<file path="config.mk">
export PLATFORM = sky130hd
export DESIGN_NAME = ym_write_sched
export DESIGN_NICKNAME = d
export VERILOG_FILES = /design/src/rtl/ym_write_sched.sv
export SDC_FILE = /design/constraint.sdc
export NUM_CORES = 1
export LEC_CHECK = 0
export CAP_MARGIN = 20
export CORE_MARGIN = 4
export CORE_UTILIZATION = 40
export DETAILED_ROUTE_END_ITERATION = 10
export GPL_ROUTABILITY_DRIVEN = 0
export PLACE_DENSITY_LB_ADDON = 0.08
export SLEW_MARGIN = 10
export SYNTH_ARGS = -nofsm -noshare
export SYNTH_HDL_FRONTEND = slang
export SYNTH_SLANG_ARGS = --single-unit
</file>
<file path="constraint.sdc">
create_clock -name clk_jt -period 3.5 [get_ports clk_jt]
set_input_delay 0.35 -clock clk_jt [delete_from_list [all_inputs] [get_ports clk_jt]]
set_output_delay 0.35 -clock clk_jt [all_outputs]
set_load 0.01 [all_outputs]
</file>
<file path="src/rtl/ym_write_sched.sv">
// ym_write_sched: queues host register writes and replays them to the jt12 array on cen, paced per chip
// Ports:
//   clk_jt, rst (sync, active-high), cen (one-cycle clock enable)
//   host_cs/host_addr/host_din/host_wr_n : host write bus, a write is the falling edge of host_wr_n
//   ym_cs/ym_addr/ym_din/ym_wr_n         : shared bus to the YM instances, ym_cs=0 selects none
//   fifo_level/fifo_full/overflow/ready  : queue status, overflow is sticky until reset
module ym_write_sched #(
  parameter int YM_COUNT   = 9,
  parameter int FIFO_DEPTH = 16,
  parameter int ADDR_WAIT  = 2,
  parameter int DATA_WAIT  = 14,
  parameter int STROBE_CEN = 2
) (
  input  logic                         clk_jt,
  input  logic                         rst,
  input  logic                         cen,
  input  logic [4:0]                   host_cs,
  input  logic [1:0]                   host_addr,
  input  logic [7:0]                   host_din,
  input  logic                         host_wr_n,
  output logic [4:0]                   ym_cs,
  output logic [1:0]                   ym_addr,
  output logic [7:0]                   ym_din,
  output logic                         ym_wr_n,
  output logic [$clog2(FIFO_DEPTH):0]  fifo_level,
  output logic                         fifo_full,
  output logic                         overflow,
  output logic                         ready
);
  localparam int AW = $clog2(FIFO_DEPTH);
  localparam int LW = AW + 1;
  typedef enum logic [1:0] {IDLE, SETUP, STROBE, HOLD} state_t;
  state_t state, state_nx;
  logic wr_n_q, push, pop, load, head_busy;
  logic [14:0] mem [FIFO_DEPTH];
  logic [14:0] head;
  logic [AW-1:0] wp, rp;
  logic [7:0] cnt [YM_COUNT];
  logic [YM_COUNT-1:0] busy, hsel, osel;
  logic [7:0] scnt, scnt_nx;
  logic [4:0] o_cs;
  logic [1:0] o_addr;
  logic [7:0] o_din;
  assign push = wr_n_q && !host_wr_n && host_cs != 5'd0 && host_cs <= 5'(YM_COUNT);
  assign head = mem[rp];
  assign fifo_full = fifo_level == LW'(FIFO_DEPTH);
  assign head_busy = |(busy & hsel);
  assign ym_cs = state == IDLE ? 5'd0 : o_cs;
  assign ym_addr = o_addr;
  assign ym_din = o_din;
  assign ym_wr_n = state != STROBE;
  always_comb begin
    busy = '0;
    hsel = '0;
    osel = '0;
    for (int i = 0; i < YM_COUNT; i++) begin
      busy[i] = cnt[i] != 8'd0;
      hsel[i] = head[14:10] == 5'(i + 1);
      osel[i] = o_cs == 5'(i + 1);
    end
  end
  always_comb begin
    state_nx = state;
    scnt_nx = scnt;
    pop = 1'b0;
    load = 1'b0;
    case (state)
      IDLE: if (fifo_level != '0 && !head_busy) begin
        pop = 1'b1;
        state_nx = SETUP;
      end
      SETUP: if (cen) begin
        scnt_nx = 8'd0;
        state_nx = STROBE;
      end
      STROBE: if (cen) begin
        load = scnt == 8'(STROBE_CEN - 1);
        scnt_nx = scnt + 8'd1;
        state_nx = load ? HOLD : STROBE;
      end
      default: state_nx = IDLE;
    endcase
  end
  // a load on the final strobe cen overrides that cen's decrement
  always_ff @(posedge clk_jt)
    for (int i = 0; i < YM_COUNT; i++)
      if (rst) cnt[i] <= 8'd0;
      else if (load && osel[i]) cnt[i] <= o_addr[0] ? 8'(DATA_WAIT) : 8'(ADDR_WAIT);
      else if (cen && busy[i]) cnt[i] <= cnt[i] - 8'd1;
  always_ff @(posedge clk_jt)
    if (push && !fifo_full) mem[wp] <= {host_cs, host_addr, host_din};
  always_ff @(posedge clk_jt)
    if (rst) begin
      state <= IDLE;
      scnt <= 8'd0;
      wr_n_q <= 1'b1;
      wp <= '0;
      rp <= '0;
      fifo_level <= '0;
      overflow <= 1'b0;
      ready <= 1'b1;
      o_cs <= 5'd0;
      o_addr <= 2'd0;
      o_din <= 8'd0;
    end else begin
      state <= state_nx;
      scnt <= scnt_nx;
      wr_n_q <= host_wr_n;
      wp <= wp + AW'(push && !fifo_full);
      rp <= rp + AW'(pop);
      fifo_level <= fifo_level + LW'(push && !fifo_full) - LW'(pop);
      overflow <= overflow || (push && fifo_full);
      ready <= fifo_level == '0 && state == IDLE && busy == '0;
      if (pop) {o_cs, o_addr, o_din} <= head;
    end
endmodule

</file>
==> results of run 1 <==
==> sequential cells by signal, summed over array words and instances, names as in the netlist <==
register	flops
rp	4
fifo_level	5
ym_addr	2
cnt	72
state	2
ready	1
ym_din	8
wr_n_q	1
wp	4
mem	240
scnt	8
o_cs	5
overflow	1
==> cell families after synthesis <==
kind of cell	Yosys count
DFF	353
muxes	82
and+or+nand+nor	296
xor gates and xnor gates	67
AOI/OAI and AO/OA	128
adders and majority gates	32
buffers and inverters	73
==> critical path, cell delays in order (launching register included) <==
cell and delay (ns):
dfxtp_4 0.35, buf_6 0.14, buf_4 0.15, mux2i_1 0.13, a221oi_2 0.32, a22oi_2 0.17, buf_4 0.17, and4_1 0.18
o21ai_2 0.21, a31oi_4 0.13, nor3_4 0.19, xnor2_1 0.11, ha_2 0.19, fa_2 0.35, a21oi_2 0.12, nor2_1 0.05
or3_1 0.33, a21oi_1 0.12
==> cell type report <==
class	count	area [sq um]	share of cell area, %
Clock buffer	48	1050	5.70
Clock inverter	25	273	1.48
Inverter	32	120	0.651
Multi-Input combinational cell	605	4890	26.5
Sequential cell	353	10200	55.3
Tap cell	511	639	3.46
Timing Repair Buffer	149	1280	6.94
==> cell usage after synthesis (17+ instances only) <==
master	n	area [sq um]
xor2_1	25	219
clkbuf_1	21	78.8
edfxtp_1	312	9370
ha_1	31	388
mux4_2	51	1150
a21oi_1	29	145
xnor2_1	42	368
nand3_1	29	145
inv_1	32	120
dfxtp_1	41	821
nor2_1	116	435
o22ai_1	26	163
nor3_1	17	85.1
nor2b_1	20	125
mux2i_1	30	300
nand2_1	44	165
==> metrics by stage <==
step / hold slack, ns / setup WS, ns
final: 0.326 / 0.00112
after detailed placement: 0.462 / -0.138
after global routing: 0.344 / -0.220
after floorplan: 0.449 / -0.111
after global placement: 0.461 / -0.0864
after CTS: 0.310 / 0.00800
==> power by group through the flow <==
stage / clock, mW / combinational (mW) / sequential [mW]
floorplan: 0 / 2.08 / 5.16
global placement: 0 / 3.07 / 5.20
detailed placement: 0 / 3.10 / 5.21
CTS: 4.35 / 3.23 / 5.10
global route: 4.54 / 3.52 / 5.14
finish: 4.22 / 3.19 / 5.10
==> layer usage <==
layer	GRT usage [%]	up-vias	share of wire, %
met5	0	-	0
met4	3.97	0	1.6
met3	3.24	45	4.0
met2	28.9	142	49
met1	24.6	4554	46
li1	-	4272	-
==> what timing repair did <==
| action | CTS | global route |
|---|---|---|
| gates resized for setup | 9 | 0 |
| setup endpoints to repair | 1 | 3 |
| buffers inserted | 6 | 0 |
| pin swaps | 11 | 2 |
| cloned | 0 | 0 |
==> cell usage in the layout, fill, tap and decap left out, types with 28 or more instances in the layout <==
master,n
a21oi_1,28
buf_4,100
clkbuf_16,41
clkdlybuf4s50_1,41
dfxtp_1,39
edfxtp_1,312
ha_1,30
inv_1,32
mux2i_1,30
mux4_2,51
nand2_1,44
nand3_1,28
nor2_1,104
xnor2_1,42
==> worst min-delay path by stage <==
stage | from | end | slack (ns)
6_report | rst | o_cs[0]$_SDFFE_PP0P_ | 0.33
5_1_grt | rst | o_cs[0]$_SDFFE_PP0P_ | 0.34
4_1_cts | rst | o_cs[0]$_SDFFE_PP0P_ | 0.31
3_5_place_dp | overflow$_SDFF_PP0_ | overflow$_SDFF_PP0_ | 0.46
3_3_place_gp | overflow$_SDFF_PP0_ | overflow$_SDFF_PP0_ | 0.46
2_1_floorplan | host_din[0] | mem[0][0]$_DFFE_PP_ | 0.45
==> reports/qor.yml, run 1 <==
cells_and_area:
  syn_to_final_growth_pct: 20.4
  post-route-util_pct: 48.9
  fin_area_sq_mm: 0.0185
  layoutNonFillerInstCount: 1723
  drive_gt1_share_pct: 20.7
  num_antenna_cells: 0
  fillCellCount: 3277
  finalNetCount: 1232
worst_setup_path:
  r2r_cells: 17
  worstSetupStartpoint: "rp[0]$_SDFF_PP0_"
  critical_path.max_fanout: 5
  start_kind: "flop"
  cp_data_required_time_ns: 3.98
  arrival_ns: 3.98
  r2r-end: "fifo_level[4]$_SDFF_PP0_"
  rr_startpoint: "rp[0]$_SDFF_PP0_"
  crit_path_end: "fifo_level[4]$_SDFF_PP0_"
  r2r_slack_ns: 0.001
  worstSetupPathType: "reg2reg"
  end_kind: "flop"
floorplan:
  core.rowCount: 71
  initial_core_util_pct: 40.6
  dieArea_sq_mm: 0.0415
  die_w_um: 204
  pin_count: 43
  core_area_sq_mm: 0.0378
  die_y_um: 204
min_path:
  hold_class: "in2reg"
  min_path_cells: 2
timing:
  fin_skew_ns: 0.0198
  fmax_ghz: 0.286
  hold_viol_final: 0
  max_slew_margin_pct: 41.6
  post-route-min-period_ns: 3.50
  setup_tns_ns: 0
  setup_viol: 0
  worst_pin_slew_ns: 0.876
  rsz0062_at_grt: "true"
  final_max_slew_viol_count: 0
  post-route-period-util_pct: 100
logic_synthesis:
  synth_adder_area_share_pct: 2.66
  syn_area_sq_mm: 0.0153
  synthMuxAreaShare_pct: 9.52
  synth_cell_type_count: 62
  ys_ff_latch: 353
  synth-compound-area-share_pct: 5.83
  synth_edf_count: 312
  synth_flop_cell: "edfxtp_1"
  syn_inst: 1031
  ys_async_sr_fraction_pct: 0
  synth-xor-area-share_pct: 3.83
  syn_nets: 1082
  yosysSeqAreaShare_pct: 66.5
  synth_top_family_by_area: "multiplexers"
  synth_simple_gate_area_share_pct: 9.51
  avgSynthCellArea_sq_um: 14.9
  yosysWarnings: 0
power:
  power_frac_comb_pct: 25.5
  power.total_mw: 12.5
  power_frac_seq_pct: 40.8
  peakVddDrop_mv: 0.466
  total_leakage_power_nw: 6.30
  power_density_mw_per_mm2: 678
  p_sw_share_pct: 28.6
  power_switching_mw: 3.57
  clockPowerShare_pct: 33.7
  internal_power_mw: 8.94
global_route:
  grt_max_degree: 38
  track_usage_pct: 17.6
  grt_pass1_vias: 9176
  grt_pass1_wl_um: 55600
  overflow: 0
  antenna_found_initial: 0
drt:
  via_per_inst: 5.23
  first_pass_iters: 4
  post_drt_wl_per_cell_um: 20.8
  dr.first_iter.drc_count: 611
  vias: 9013
  ant_nets: 0
  drc: 0
  drt_wl_total_um: 35800
clock_tree:
  cts_tree: "yes"
  root_buffer: "clkbuf_16"
  cts.sinks: 353
  clock_latency_ns: 0.56
  htree_levels: 2
  cts.clk_slew.worst_paths_ns: 0.06
  hold_buffers: 0
  cts_buffer_depth: 3
  cts_made_buffers: 40
place:
  dp_hpwl_um: 24100
  place_area_sq_mm: 0.0170
  dp.cells: 1644
  port_buffers: 42
job:
  maxCapViolCount: 0
outcome:
  outcome: "finished clean"
(Power assumes the default switching activity.)
==> run 2: changes to the inputs <==
--- a/config.mk
+++ b/config.mk
@@ -6,7 +6,6 @@
 export NUM_CORES = 1
 export LEC_CHECK = 0
 export CAP_MARGIN = 20
-export CORE_MARGIN = 4
 export CORE_UTILIZATION = 40
 export DETAILED_ROUTE_END_ITERATION = 10
 export GPL_ROUTABILITY_DRIVEN = 0
==> run 2 against run 1 <==
Effect of this change: the flow now finishes with violations (negative setup slack); first-iteration DRC count is 0.33% higher; final cell count is 0.52% lower; largest power group unchanged; setup slack worse by 0.057 ns; critical path type unchanged; sequential cell count stayed put; sequential share of layout area is 0.51 points higher; fmax is 1.6% lower; largest cell class unchanged; via count is 0.73% lower; critical path depth is 2 lower; die area is 5.8% lower; total power is 3.0% lower.
==> reports/qor.yml, run 2 (synthesized netlist as in run 1, its figures left out) <==
worst_setup_path:
  cp_data_required_time_ns: 3.95
  slowest_delay_ns: 0.50
  rr_startpoint: "rp[0]$_SDFF_PP0_"
  worstSetupPathType: "reg2reg"
  critical_path.max_fanout: 6
  path_cells: "buf_8 > mux4_2 > a22oi_2 > buf_4 > a211oi_1 > o21ai_2 > a31oi_4 > nor3_4 > xnor2_1 > ha_2 > fa_2 > a21oi_2 > nor2_1 > or3_1 > a21oi_1"
  r2r_slack_ns: -0.06
  end_kind: "flop"
  r2r-end: "fifo_level[4]$_SDFF_PP0_"
  start_kind: "flop"
  r2r_cells: 15
  arrival_ns: 4.00
  critical-path-slowest-cell: "mux4_2"
timing:
  setup_ws_ns: -0.0562
  post-route-period-util_pct: 102
  max_slew_margin_pct: 41.3
  setup_viol: 1
  fmax_ghz: 0.281
  rsz0062_at_grt: "true"
  fin_skew_ns: 0.0234
  setup_tns_ns: -0.0562
  final_max_slew_viol_count: 0
  post-route-min-period_ns: 3.56
  hold_viol_final: 0
  worst_pin_slew_ns: 0.880
drt:
  highest_layer: "met4"
  drt_wl_total_um: 35600
  dr_wl_met3_um: 1250
  dr.first_iter.drc_count: 613
  wl_met2_um: 17700
  ant_nets: 0
  vias: 8947
  drc: 0
  wl_met1_um: 15900
  post_drt_wl_per_cell_um: 20.8
  via_per_inst: 5.22
  first_pass_iters: 5
clock_tree:
  cts_made_buffers: 40
  cts_buffer_depth: 3
  cts.sinks: 353
  cts_tree: "yes"
  htree_levels: 2
  clock_latency_ns: 0.54
  root_buffer: "clkbuf_16"
  cts.clk_slew.worst_paths_ns: 0.06
power:
  power_frac_comb_pct: 25.9
  power_frac_seq_pct: 42.1
  power.total_mw: 12.1
  internal_power_mw: 8.63
  peakVddDrop_mv: 0.449
  total_leakage_power_nw: 6.19
  power_switching_mw: 3.50
  p_sw_share_pct: 28.8
  power_density_mw_per_mm2: 663
  clockPowerShare_pct: 32.0
place:
  place_area_sq_mm: 0.0170
  port_buffers: 42
  dp_hpwl_um: 23800
  dp.cells: 1635
global_route:
  grt_pass1_wl_um: 55100
  antenna_found_initial: 0
  grt_pass1_vias: 9181
  track_usage_pct: 19.0
  overflow: 0
  grt_max_degree: 36
cells_and_area:
  syn_to_final_growth_pct: 19.3
  post-route-util_pct: 48.5
  final_common_cell: "edfxtp_1"
  fin_area_sq_mm: 0.0183
  top_regs: "mem: 240 flops, cnt: 72 flops"
  finalNetCount: 1224
  layoutNonFillerInstCount: 1714
  mostFrequentLayoutCells: "edfxtp_1 (312), nor2_1 (103), buf_4 (93), mux4_2 (51), nand2_1 (43)"
  num_antenna_cells: 0
  largest_register_ffs: 240
  drive_gt1_share_pct: 20.2
  top_register: "mem"
floorplan:
  dieArea_sq_mm: 0.0391
  die_w_um: 198
  die_y_um: 198
  initial_core_util_pct: 40.7
  core.rowCount: 71
  core_area_sq_mm: 0.0377
  pin_count: 43
outcome:
  violations: "negative setup slack"
  outcome: "finished, violations left"
min_path:
  min_path_cells: 2
  worstHoldStart: "rst"
  hold_class: "in2reg"
  holdPathEnd: "scnt[0]$_SDFFE_PP0P_"
job:
  maxCapViolCount: 0
[run 2: worst max-delay path: cells and delay by family, from the launching register on]
family,cells,cell delay (ns)
AOI/OAI and AO/OA,6,0.97
xor gates and xnor gates,1,0.11
adders and majority gates,2,0.54
buffers and inverters,2,0.30
DFF,1,0.39
muxes,1,0.50
and+or+nand+nor,3,0.65
[run 2: per-stage QoR]
step	hold WS [ns]	worst slack, ns
after CTS	0.253	-0.0525
after global routing	0.302	-0.210
after global placement	0.456	-0.113
after detailed placement	0.465	-0.216
final	0.272	-0.0562
after floorplan	0.449	-0.111
[run 2: routing by layer]
layer  GRT usage, %  up-vias
li1               -     4258
met1           24.9     4478
met2           32.8      159
met3           2.52       52
met4           5.31        0
met5              0        -
[run 2: worst max-delay path by stage]
stage | startpoint | to | cells past startpoint | slack, ns
after detailed placement | rp[1]$_SDFF_PP0_ | fifo_level[4]$_SDFF_PP0_ | 14 | -0.22
after floorplan | rp[0]$_SDFF_PP0_ | fifo_level[4]$_SDFF_PP0_ | 16 | -0.11
after global routing | rp[0]$_SDFF_PP0_ | fifo_level[4]$_SDFF_PP0_ | 15 | -0.21
final | rp[0]$_SDFF_PP0_ | fifo_level[4]$_SDFF_PP0_ | 15 | -0.06
after global placement | rp[1]$_SDFF_PP0_ | fifo_level[4]$_SDFF_PP0_ | 14 | -0.11
after CTS | rp[0]$_SDFF_PP0_ | fifo_level[4]$_SDFF_PP0_ | 17 | -0.05
[run 2: final cells by class]
type,instances,area (sq um)
flip-flops and latches,353,10200
well taps,511,639
multi-input cells,605,4910
clock buffers,55,1060
repair buffers,141,1210
fillers,3319,19400
inverters,32,120
clock inverters,17,148
[run 2: power groups by stage]
stage               registers, mW  clock network [mW]  logic [mW]
floorplan                    5.16                   0        2.08
global placement             5.21                   0        3.01
detailed placement           5.21                   0        3.03
CTS                          5.11                3.97        3.15
global route                 5.15                4.15        3.46
finish                       5.11                3.88        3.14
[run 2: timing repair]
| action | in CTS | in global routing |
|---|---|---|
| pin swaps | 13 | 9 |
| resized for setup | 12 | 5 |
| endpoints found under the setup margin | 3 | 3 |
| cloned | 0 | 0 |
| hold buffers | 0 | 0 |
| setup buffers | 5 | 4 |
==> run 3: changes to the inputs <==
--- a/config.mk
+++ b/config.mk
@@ -6,10 +6,11 @@
 export NUM_CORES = 1
 export LEC_CHECK = 0
 export CAP_MARGIN = 20
-export CORE_UTILIZATION = 40
+export CORE_UTILIZATION = 50
 export DETAILED_ROUTE_END_ITERATION = 10
 export GPL_ROUTABILITY_DRIVEN = 0
 export PLACE_DENSITY_LB_ADDON = 0.08
+export SKIP_CTS_REPAIR_TIMING = 1
 export SLEW_MARGIN = 10
 export SYNTH_ARGS = -nofsm -noshare
 export SYNTH_HDL_FRONTEND = slang
==> run 3 against run 2 <==
Effect of this change: the run still ends with negative setup slack left; combinational power increased by 2%; global-route usage increased by 3.3 points; hold slack improved by 0.12 ns; die area decreased by 20%; fmax decreased by 0.73%; utilization increased by 12 points; first-iteration DRC count increased by 9.5%; critical path depth unchanged; register-to-register slack got worse by 0.03 ns; clock skew increased by 0.00065 ns.
==> reports/qor.yml, run 3 (synthesized netlist as in run 1, its figures left out) <==
clock_tree:
  cts.sinks: 353
  cts_made_buffers: 39
  cts_tree: "yes"
  cts_buffer_depth: 3
  htree_levels: 2
  root_buffer: "clkbuf_16"
  cts.clk_slew.worst_paths_ns: 0.05
  clock_latency_ns: 0.53
place:
  port_buffers: 42
  dp_hpwl_um: 22400
  dp.cells: 1513
timing:
  setup_viol: 1
  fin_skew_ns: 0.0240
  setup_ws_ns: -0.0824
  hold_viol_final: 0
  setup_tns_ns: -0.0824
  rsz0062_at_grt: "true"
  post-route-period-util_pct: 102
  fmax_ghz: 0.279
  worst_pin_slew_ns: 0.894
  max_slew_margin_pct: 40.1
  hold_ws_ns: 0.388
  final_max_slew_viol_count: 0
  post-route-min-period_ns: 3.58
cells_and_area:
  top_regs: "mem: 240 flops, cnt: 72 flops"
  layoutNonFillerInstCount: 1594
  num_antenna_cells: 0
  finalNetCount: 1226
  post-route-util_pct: 60.7
  drive_gt1_share_pct: 20.3
  mostFrequentLayoutCells: "edfxtp_1 (312), nor2_1 (103), buf_4 (91), mux4_2 (51)"
  fillCellCount: 2317
  largest_register_ffs: 240
  syn_to_final_growth_pct: 18.2
  top_register: "mem"
  final_common_cell: "edfxtp_1"
global_route:
  grt_use_met2_pct: 37.3
  overflow: 0
  grtUsageMet3_pct: 3.22
  antenna_found_initial: 0
  grt_pass1_wl_um: 52100
  track_usage_pct: 22.2
  use_met1_pct: 30.4
  grt_max_degree: 44
  grt_pass1_vias: 8932
  top_usage_layer: "met2"
floorplan:
  core_area_sq_mm: 0.0299
  initial_core_util_pct: 51.3
  pin_count: 43
  core.rowCount: 63
  die_y_um: 177
  die_w_um: 177
  dieArea_sq_mm: 0.0314
outcome:
  violations: "negative setup slack"
  outcome: "finished, violations left"
power:
  power.total_mw: 12.0
  peakVddDrop_mv: 0.500
  total_leakage_power_nw: 6.19
  power_density_mw_per_mm2: 660
worst_setup_path:
  path_cells: "buf_8 > mux4_2 > a22oi_2 > buf_4 > and4_1 > o21ai_2 > a31oi_4 > nor3_4 > xnor2_1 > ha_2 > fa_2 > a21oi_2 > nor2_1 > or3_1 > a21oi_1"
  worstSetupStartpoint: "rp[0]$_SDFF_PP0_"
  arrival_ns: 4.02
  crit_family: "compound AO/OA/AOI/OAI gates"
  end_kind: "flop"
  worstSetupPathType: "reg2reg"
  critical-path-slowest-cell: "mux4_2"
  slowest_delay_ns: 0.51
  rr_startpoint: "rp[0]$_SDFF_PP0_"
  crit_buf_inv: 2
  critical_path.max_fanout: 7
  cp_data_required_time_ns: 3.94
  start_kind: "flop"
drt:
  drc: 0
  vias: 9133
  post_drt_wl_per_cell_um: 21.3
  via_per_inst: 5.73
  first_pass_iters: 7
  dr.first_iter.drc_count: 671
  ant_nets: 0
  drt_wl_total_um: 34000
min_path:
  hold_class: "in2reg"
  worstHoldStart: "rst"
job:
  maxCapViolCount: 0
## run 3: area by class of cell
class	count	area, sq um	share of cell area, %
clock buffers	53	1030	5.67
flip-flops and latches	353	10200	56.3
well taps	390	488	2.69
inverters	32	120	0.663
multi-input cells	605	4930	27.2
repair buffers	144	1260	6.95
clock inverters	17	100	0.552
## run 3: power breakdown
| group | switching (mW) | internal (mW) | total, mW |
|---|---|---|---|
| Combinational | 1.63 | 1.56 | 3.19 |
| Sequential | 0.247 | 4.88 | 5.12 |
| Clock | 1.58 | 2.07 | 3.65 |
## run 3: final timing paths
path / endpoint / slack [ns] / cells past startpoint
worst min register to register: o_cs[4]$_SDFFE_PP0P_ / 0.48 / 2
worst max register to register: fifo_level[4]$_SDFF_PP0_ / -0.08 / 15
worst max-delay path: fifo_level[4]$_SDFF_PP0_ / -0.08 / 15
worst min-delay path: scnt[0]$_SDFFE_PP0P_ / 0.39 / 2
## run 3: metal layers
metal | up-vias | wire (um)
met5 | - | 0
met4 | 0 | 631
met3 | 52 | 1510
met2 | 205 | 16800
met1 | 4599 | 15100
li1 | 4277 | -
## run 3: per-stage QoR
| stage | area [sq um] | setup slack, ns |
|---|---|---|
| detailed placement | 16800 | -0.139 |
| floorplan | 15300 | -0.111 |
| finish | 18100 | -0.0824 |
| global route | 18100 | -0.270 |
| CTS | 17900 | -0.170 |
| global placement | 16800 | -0.0889 |
